--- src/rtl/noc_arb_requester.sv ---
// noc_arb_requester: buffers one source's flits and streams whole packets to a held-grant arbiter
module noc_arb_requester #(
    parameter int FLIT_WIDTH = 32,
    parameter int FIFO_DEPTH = 4,
    parameter int CNT_WIDTH  = 16
) (
    input  logic                  noc_clk,
    input  logic                  noc_rst_n,
    input  logic                  in_valid,
    output logic                  in_ready,
    input  logic [FLIT_WIDTH-1:0] in_data,
    input  logic                  in_tail,
    output logic                  request,
    input  logic                  grant,
    output logic                  free,
    output logic                  out_valid,
    input  logic                  out_ready,
    output logic [FLIT_WIDTH-1:0] out_data,
    output logic                  out_tail,
    output logic [CNT_WIDTH-1:0]  pkt_sent
);
    localparam int AW = $clog2(FIFO_DEPTH);

    typedef enum logic {IDLE, SEND} state_t;

    state_t              r_state;
    state_t              w_state_nxt;
    logic [AW:0]         r_wptr;
    logic [AW:0]         r_rptr;
    logic [FLIT_WIDTH:0] r_mem [FIFO_DEPTH];
    logic                w_empty;
    logic                w_full;
    logic                w_push;
    logic                w_pop;

    assign w_empty  = r_wptr == r_rptr;
    assign w_full   = (r_wptr[AW] != r_rptr[AW]) && (r_wptr[AW-1:0] == r_rptr[AW-1:0]);
    assign w_push   = in_valid && !w_full;
    assign w_pop    = out_valid && out_ready;
    assign in_ready = !w_full;
    assign {out_tail, out_data} = r_mem[r_rptr[AW-1:0]];

    // flit storage, {tail,data}; contents need no reset since pointers gate visibility
    always_ff @(posedge noc_clk) begin
        if (w_push) r_mem[r_wptr[AW-1:0]] <= {in_tail, in_data};
    end

    // FIFO pointers with wrap flag in the MSB
    always_ff @(posedge noc_clk or negedge noc_rst_n) begin
        if (!noc_rst_n) begin
            r_wptr <= '0;
            r_rptr <= '0;
        end else begin
            if (w_push) r_wptr <= r_wptr + 1'b1;
            if (w_pop)  r_rptr <= r_rptr + 1'b1;
        end
    end

    // state register and completed-packet counter
    always_ff @(posedge noc_clk or negedge noc_rst_n) begin
        if (!noc_rst_n) begin
            r_state  <= IDLE;
            pkt_sent <= '0;
        end else begin
            r_state <= w_state_nxt;
            if (free) pkt_sent <= pkt_sent + 1'b1;
        end
    end

    // request only from registered state; in SEND stream until the tail handshake releases the grant
    always_comb begin
        w_state_nxt = r_state;
        request     = 1'b0;
        out_valid   = 1'b0;
        free        = 1'b0;
        if (r_state == IDLE) begin
            request = !w_empty;
            if (request && grant) w_state_nxt = SEND;
        end else begin
            out_valid = !w_empty;
            free      = out_valid && out_ready && out_tail;
            if (free) w_state_nxt = IDLE;
        end
    end
endmodule
--- config.mk ---
export PLATFORM = sky130hd
export DESIGN_NAME = noc_arb_requester
export DESIGN_NICKNAME = d
export VERILOG_FILES = /design/src/rtl/noc_arb_requester.sv
export SDC_FILE = /design/constraint.sdc
export NUM_CORES = 1
export LEC_CHECK = 0
export CAP_MARGIN = 5
export CORE_ASPECT_RATIO = 0.8
export CORE_MARGIN = 8
export CORE_UTILIZATION = 50
export CTS_CLUSTER_SIZE = 10
export DETAILED_ROUTE_END_ITERATION = 10
export MAX_ROUTING_LAYER = met4
export PLACE_DENSITY = 0.72
export SKIP_CTS_REPAIR_TIMING = 1
export SLEW_MARGIN = 20
export SYNTH_ARGS = -nofsm -noshare
export SYNTH_HDL_FRONTEND = slang
export SYNTH_SLANG_ARGS = --single-unit
--- constraint.sdc ---
create_clock -name noc_clk -period 2.9 [get_ports noc_clk]
set_input_delay 0.29 -clock noc_clk [delete_from_list [all_inputs] [get_ports noc_clk]]
set_output_delay 0.29 -clock noc_clk [all_outputs]
set_load 0.01 [all_outputs]
==> flow_results.org, run 1 <==
** Run status
- The flow ran to the end, and the final reports show no timing, DRC or antenna violations.

** Critical path
- Nature of the critical path endpoint :: output pin
- Critical path arrival :: 2450 ps
- Slowest stage cell, crit path :: sky130_fd_sc_hd__mux4_2
- In this design, the largest share of critical-path delay is due to buffers and inverters.
- At the worst endpoint, the required time is 2610 ps.
- Crit path buffers/inverters :: 2
- Critical path peak fanout :: 11
- Cell-by-cell listing of the critical path :: mux4_2, o311ai_4, inv_2, clkdlybuf4s50_1
- Startpoint-to-endpoint class of the critical path :: register to output pin
- Critical Path Start Type :: register
- Internal reg-to-reg setup slack :: 540 ps
- Maximum cell stage delay along the critical path :: 580 ps
- RR Endpoint :: r_mem[1][21]
- The startpoint identified for the worst register-to-register timing path is r_rptr[0].
- Reg2Reg Depth :: 5

** Logic synthesis
- Post-Synthesis Mean Instance Area :: 21.2 um^2
- Yosys printed 0 warnings.
- In the post-synthesis netlist, the cell with the most instances is sky130_fd_sc_hd__edfxtp_1.
- Flops & latches, synth :: 155
- Post-synthesis net count :: 322
- Netlist Area Pre-Place :: 5900 um^2
- Number of synthesized flops with an enable pin :: 132
- In the synthesized netlist the async set-or-reset flop fraction comes to 14.8%.
- Yosys mapped the design onto 28 distinct sky130hd cell types.
- Top-area cell type share of the netlist area :: 67.1%
- For this run, the leading register cell type out of synthesis is sky130_fd_sc_hd__edfxtp_1.
- Cell type contributing the most total cell area after synthesis :: sky130_fd_sc_hd__edfxtp_1
- Synthesized netlist cell count :: 278
- Sequential cell area fraction in the yosys report :: 76.9%
- After synthesis, the most frequently instantiated cells are sky130_fd_sc_hd__edfxtp_1, sky130_fd_sc_hd__mux4_2, sky130_fd_sc_hd__dfrtp_1.
- Main area contributors after synthesis :: sky130_fd_sc_hd__edfxtp_1, sky130_fd_sc_hd__mux4_2, sky130_fd_sc_hd__dfrtp_1

** Floorplanning
- Core footprint :: 11500 um^2
- Die outline height :: 113 um
- Once the floorplan was initialized, standard cells occupied 51.3% of the core.
- Number of standard-cell rows in the floorplan :: 35
- Die outline area :: 15600 um^2
- For this design the top-level I/O count stands at 91.
- Horizontal die dimension :: 137 um

** Global route
- Global routing consumed, over all layers together, 15.2% of the routing resources.
- Global routing finished with a remaining overflow of 0.
- Largest net degree at the start of global routing :: 24
- The via count of the first global-routing pass was 3131.
- The first global-routing pass estimated 17100 um of wire.
- Antenna violations before repair :: 0

** CTS
- Clock latency on the worst-skew pair, taken at its later pin, is 410 ps.
- Clock sink count :: 155
- The clock passes through at most 2 buffers.
- Root buffer cell :: sky130_fd_sc_hd__clkbuf_16
- TritonCTS Buffers :: 17
- In this run the number of H-tree levels came out at 4.
- TritonCTS built the clock tree.
- Clock-pin slew was measured on the worst setup and hold paths at 70 ps.

** STA
- RSZ-0062 raised after global routing :: false
- For the finished layout, the period the worst path requires is 2740 ps.
- Final worst path period share :: 94.3%
- In the final timing run, aggregate negative setup slack is 0 ps.
- Slew @ Worst Pin :: 756 ps
- Achievable clock frequency :: 366 MHz
- Smallest setup slack after layout :: 164 ps
- The final count of pins violating max slew was 0.
- Number of hold violations in the final report :: 0
- Relative slew margins :: 49.4%
- The clock arrives with 8.84 ps of skew.
- Final worst hold slack :: 324 ps
- Setup-failing EPs final :: 0

** Place
- Total half-perimeter wirelength after legalization and detailed placement :: 7240 um
- Worst setup slack before clock tree synthesis :: 489 ps
- Final weighted congestion in routability-driven placement :: 0.748
- I/O Buffers :: 90

** Detailed routing
- Dividing the detail-routed wire length by the instance count gives 19.8 um.
- Summed over all layers, the routed wires come to 10900 um.
- Via density per instance :: 5.43
- Vias post-DR :: 2992
- Before antenna repair, the detailed router went through 4 iterations.
- For this run, design rule violations remaining after detail routing come to 0.
- Starting DRC count in detailed routing :: 221
- Antenna Violating Nets Remaining :: 0

** Power and ir drop
- Net Sw Power :: 0.00235 W
- Proportion of power drawn by combinational gates :: 32.8%
- LEAKAGE :: 2.69 nW
- Tot Pwr :: 0.00806 W
- Cell Pwr Density :: 1050 nW/um^2
- Reg power frac :: 39.5%
- Cell internal power was estimated by the tool at 0.00570 W.
- In this run, the clock network consumes 27.7% of the power.
- Max IR drop VDD :: 0.615 mV
- Of the total power, the share spent switching nets is 29.2%.

** Cells and area
- At the end of the flow, the number of nets in the layout was 434.
- Layout cell share with drive strength beyond 1 :: 21.3%
- Antenna diode count :: 0
- Growth of design area from synthesis to finish :: 29.8%
- Once layout is complete, the utilization of the core stands at 66.5%.

** Flow run
- Across the run, the number of max-cap violations was 0.

** Worst hold path
- Worst hold-check path type :: input pin to async pin
worst register-to-register path, cell delays in order, from the launching register on:
cell	delay [ps]
sky130_fd_sc_hd__dfrtp_4	570
sky130_fd_sc_hd__buf_4	230
sky130_fd_sc_hd__xnor2_1	150
sky130_fd_sc_hd__a31oi_1	430
sky130_fd_sc_hd__and2_2	440
sky130_fd_sc_hd__buf_12	240
power by group through the flow:
stage	Sequential, W	Clock (W)	Combinational [W]
final	0.00318	0.00223	0.00265
after CTS	0.00319	0.00227	0.00272
after global routing	0.00323	0.00237	0.00287
after floorplan	0.00316	0	0.00149
after global placement	0.00321	0	0.00267
after detailed placement	0.00323	0	0.00270
per-layer routing:
metal  vias to the layer above  GRT usage (%)  part of all wire (%)
li1                       1347              -                     -
met1                      1545           20.0                    45
met2                        95           22.0                    47
met3                         5           4.25                   6.9
met4                         0           5.85                  0.89
met5                         -              -                     0
sequential cells by signal, indices dropped and copies added, names as in the netlist:
name and cells:
r_mem 132, r_rptr 3, r_wptr 3, r_state 1, pkt_sent 16
layout make-up:
cell class / count / area (um^2)
clock buffers: 18 / 429
clock inverters: 14 / 173
fillers: 775 / 3860
inverters: 4 / 15.0
multi-input cells: 109 / 1300
flip-flops and latches: 155 / 4540
well taps: 148 / 185
repair buffers: 103 / 1010
worst max-delay path by stage:
stage / start / to / slack, ps / cells after the start
after global routing: r_rptr[0] / out_data[31] / 20 / 4
final: r_rptr[0] / free / 160 / 4
after CTS: r_rptr[0] / out_data[21] / 30 / 4
after floorplan: r_rptr[1] / r_mem[3][0] / 550 / 4
after global placement: r_rptr[0] / out_data[31] / 530 / 4
after detailed placement: r_rptr[0] / r_mem[1][30] / 490 / 5
through the flow:
| stage | area, um^2 | instances |
|---|---|---|
| floorplan | 5900 | 278 |
| global placement | 7060 | 519 |
| detailed placement | 7060 | 519 |
| CTS | 7660 | 551 |
| global route | 7660 | 551 |
| finish | 7660 | 551 |
logic make-up (layout without fill, tap and decap cells):
kind of cell             Yosys count  count (layout)  share of synthesized area [%]
multiplexers                      34              34                           12.8
AND/OR/NAND/NOR                   41              41                           3.67
AO/OA/AOI/OAI                      4               4                          0.721
adder cells (fa/ha/maj)            6               6                           1.27
buffers and inverters             14             139                           1.10
flip-flops                       155             155                           76.9
XOR/XNOR                          24              24                           3.56
placed cells by master, fill, tap and decap left out, types with 2 or more instances in the layout:
cell type and instances:
sky130_fd_sc_hd__clkdlybuf4s50_1 90, sky130_fd_sc_hd__inv_8 3, sky130_fd_sc_hd__clkbuf_16 17, sky130_fd_sc_hd__bufinv_16 2, sky130_fd_sc_hd__nand2_1 11, sky130_fd_sc_hd__buf_4 12, sky130_fd_sc_hd__nor4_1 3, sky130_fd_sc_hd__nor3_1 3
sky130_fd_sc_hd__and2_1 2, sky130_fd_sc_hd__ha_1 6, sky130_fd_sc_hd__inv_6 7, sky130_fd_sc_hd__inv_1 3, sky130_fd_sc_hd__clkinv_4 2, sky130_fd_sc_hd__nand4_1 5, sky130_fd_sc_hd__xnor2_1 13, sky130_fd_sc_hd__mux4_2 33
sky130_fd_sc_hd__edfxtp_1 132, sky130_fd_sc_hd__and2_2 4, sky130_fd_sc_hd__nor2_1 2, sky130_fd_sc_hd__nand3_1 5, sky130_fd_sc_hd__and3_1 3, sky130_fd_sc_hd__xor2_1 11, sky130_fd_sc_hd__dfrtp_1 21
Power figures use the tool's default switching activity.
==> run 2, diff against run 1 <==
--- a/config.mk
+++ b/config.mk
@@ -6,13 +6,15 @@
 export NUM_CORES = 1
 export LEC_CHECK = 0
 export CAP_MARGIN = 5
+export CELL_PAD_IN_SITES_DETAIL_PLACEMENT = 1
+export CELL_PAD_IN_SITES_GLOBAL_PLACEMENT = 2
 export CORE_ASPECT_RATIO = 0.8
-export CORE_MARGIN = 8
-export CORE_UTILIZATION = 50
+export CORE_MARGIN = 2
+export CORE_UTILIZATION = 40
 export CTS_CLUSTER_SIZE = 10
 export DETAILED_ROUTE_END_ITERATION = 10
 export MAX_ROUTING_LAYER = met4
-export PLACE_DENSITY = 0.72
+export PLACE_DENSITY = 0.75
 export SKIP_CTS_REPAIR_TIMING = 1
 export SLEW_MARGIN = 20
 export SYNTH_ARGS = -nofsm -noshare
==> run 2 against run 1 <==
Critical path depth unchanged. Power decreased by 0.37%. Worst setup slack improved by 50 ps. Sequential share of layout area decreased by 0.16 points. Clock skew decreased by 1.9 ps. Utilization decreased by 13 points. Highest routed layer unchanged.
==> flow_results.org, run 2 (synthesis gave the netlist of run 1 again) <==
** STA
- Relative slew margins :: 63.4%
- Slew @ Worst Pin :: 546 ps
- RSZ-0062 raised after global routing :: false
- Total Neg Setup Slack :: 0 ps
- Final worst path period share :: 92.6%
- Setup-failing EPs final :: 0
- The routed design could run at a clock period as short as 2690 ps.
- Maximum clock skew at final layout :: 6.92 ps
- In the post-route analysis, the smallest setup slack over all paths is 215 ps.
- The number of failing hold endpoints at the final stage was 0.
- Final Max Tran Viols :: 0
- For this run, the top clock speed supported by timing is 372 MHz.

** Critical path
- The worst setup path is launched from a register.
- For this run, the slowest stage of the critical path takes 570 ps.
- Cell-by-cell listing of the critical path :: mux4_2, o311ai_4, inv_2, clkdlybuf4s50_1
- The worst register-to-register path has a setup slack of 810 ps.
- Critical path peak fanout :: 10
- Critical path arrival :: 2400 ps
- Required time of the critical path :: 2610 ps
- Startpoint-to-endpoint class of the critical path :: register to output pin
- Nature of the critical path endpoint :: output pin
- The largest individual stage delay along the critical path comes from the cell sky130_fd_sc_hd__mux4_2.

** CTS
- The later pin in the worst-skew pair is clocked with a latency of 420 ps.
- TritonCTS clock tree :: yes
- Clock sink count :: 155
- Counting along the longest clock path gives a buffer depth of 2.
- Clock slew at the register clock pins of the worst setup and hold paths :: 60 ps
- Clock H-tree levels :: 4
- Root buffer cell :: sky130_fd_sc_hd__clkbuf_16
- Counting the buffers created by CTS gives 17.

** Cells and area
- In the final layout, the share of cells above drive strength 1 is 21.1%.
- The register with the most flip-flops in the layout has 132 of them.
- Antenna diode count :: 0
- For this run, the post-layout net count is 434.
- The top cell types in the final layout, fill and taps aside, are sky130_fd_sc_hd__edfxtp_1, sky130_fd_sc_hd__clkdlybuf4s50_1, sky130_fd_sc_hd__mux4_2, sky130_fd_sc_hd__dfrtp_1, sky130_fd_sc_hd__clkbuf_16.
- Growth of design area from synthesis to finish :: 30.1%
- Leaving out fill and tap cells, the most frequent cell in the layout is sky130_fd_sc_hd__edfxtp_1.

** Floorplanning
- The floorplan step defined a die boundary enclosing 15800 um^2.
- Effective utilization at floorplan :: 41.1%
- Row generation in the floorplan step produced 39 rows.
- Core footprint :: 14300 um^2
- In this run the vertical extent of the chip is 113 um.
- The floorplan step set the die width to 140 um.
- Pin placement for this block handled 91 I/O pins.

** Power and ir drop
- Power spread over the standard cell area amounts to 1050 nW/um^2.
- The analysis attributes to cell leakage a power of 2.67 nW.
- Tot Pwr :: 0.00803 W
- Max IR drop VDD :: 0.682 mV

** Global route
- Total grt overflow :: 0
- Global routing used 20.6% of the available met1 tracks.
- met2 is the most crowded layer.
- Via count of the first global-routing pass :: 3214
- The number of antenna violations at the first check in global routing is 0.
- Routing usage on met2 :: 24.3%
- For this run, the total global-route usage over all layers was measured as 16.1%.
- The first global-routing pass estimated 18000 um of wire.
- Largest net degree at the start of global routing :: 29
- In the global route stage, met3 resource usage came out at 6.06%.

** Place
- The congestion estimate from routability-driven global placement came to 0.738.
- The wire-length estimate of the detail-placed layout is 7370 um.
- Worst setup slack before clock tree synthesis :: 641 ps
- I/O Buffers :: 90

** Detailed routing
- Summing over every cut layer, the via total after detailed routing is 2915.
- Starting DRC count in detailed routing :: 144
- For this run, design rule violations remaining after detail routing come to 0.
- Once detail routing completed, the nets flagged for antenna violations numbered 0.
- After detailed routing, the number of vias per cell comes to 4.97.
- Number of iterations in the first detailed-routing pass :: 4
- Dividing the detail-routed wire length by the instance count gives 19.8 um.
- Total Routed Length :: 11600 um

** Flow run
- Across the run, the number of max-cap violations was 0.

** Run status
- The flow ran to the end, and the final reports show no timing, DRC or antenna violations.

** Worst hold path
- The min-delay analysis places its worst path in the category input pin to async pin.
==> run 2: stage by stage <==
| step | hold slack, ps | util [%] | area [um^2] | instances |
|---|---|---|---|---|
| floorplan | -5.59 | - | 5900 | 278 |
| global placement | 461 | 49.5 | 7100 | 555 |
| detailed placement | 465 | 49.5 | 7100 | 555 |
| CTS | 224 | 53.5 | 7680 | 587 |
| global route | 238 | 53.5 | 7680 | 587 |
| finish | 227 | 53.5 | 7680 | 587 |
==> run 2: critical path, delay by kind of cell (launching register included) <==
family	cells	cell delay, ps
DFF	1	480
AOI/OAI and AO/OA	1	190
buffers and inverters	2	730
muxes	1	570
==> run 2: cell type report <==
cell class,instances,area [um^2]
Multi-Input combinational cell,109,1300
Inverter,4,15.0
Sequential cell,155,4540
Fill cell,1317,6670
Timing Repair Buffer,103,1010
Clock inverter,14,146
Tap cell,184,230
Clock buffer,18,429
==> run 2: per-layer routing <==
metal | up-vias | routed length, um
met5 | - | 0
met4 | 0 | 145
met3 | 12 | 635
met2 | 60 | 5570
met1 | 1493 | 5290
li1 | 1350 | -
==> run 2: final timing paths <==
check	from	endpoint	cells past startpoint
setup / recovery	r_rptr[0]	free	4
hold / removal	noc_rst_n	pkt_sent[10]	2
setup reg to reg	r_rptr[0]	r_mem[3][17]	4
hold reg to reg	pkt_sent[15]	pkt_sent[15]	1
max in group asynchronous	noc_rst_n	r_rptr[1]	2
min in group noc_clk	pkt_sent[15]	pkt_sent[15]	1
==> run 2: where the power goes <==
part           internal (W)  switching [W]
Clock               0.00127       0.000886
Sequential          0.00297       0.000195
Combinational       0.00142        0.00128
Total               0.00567        0.00236
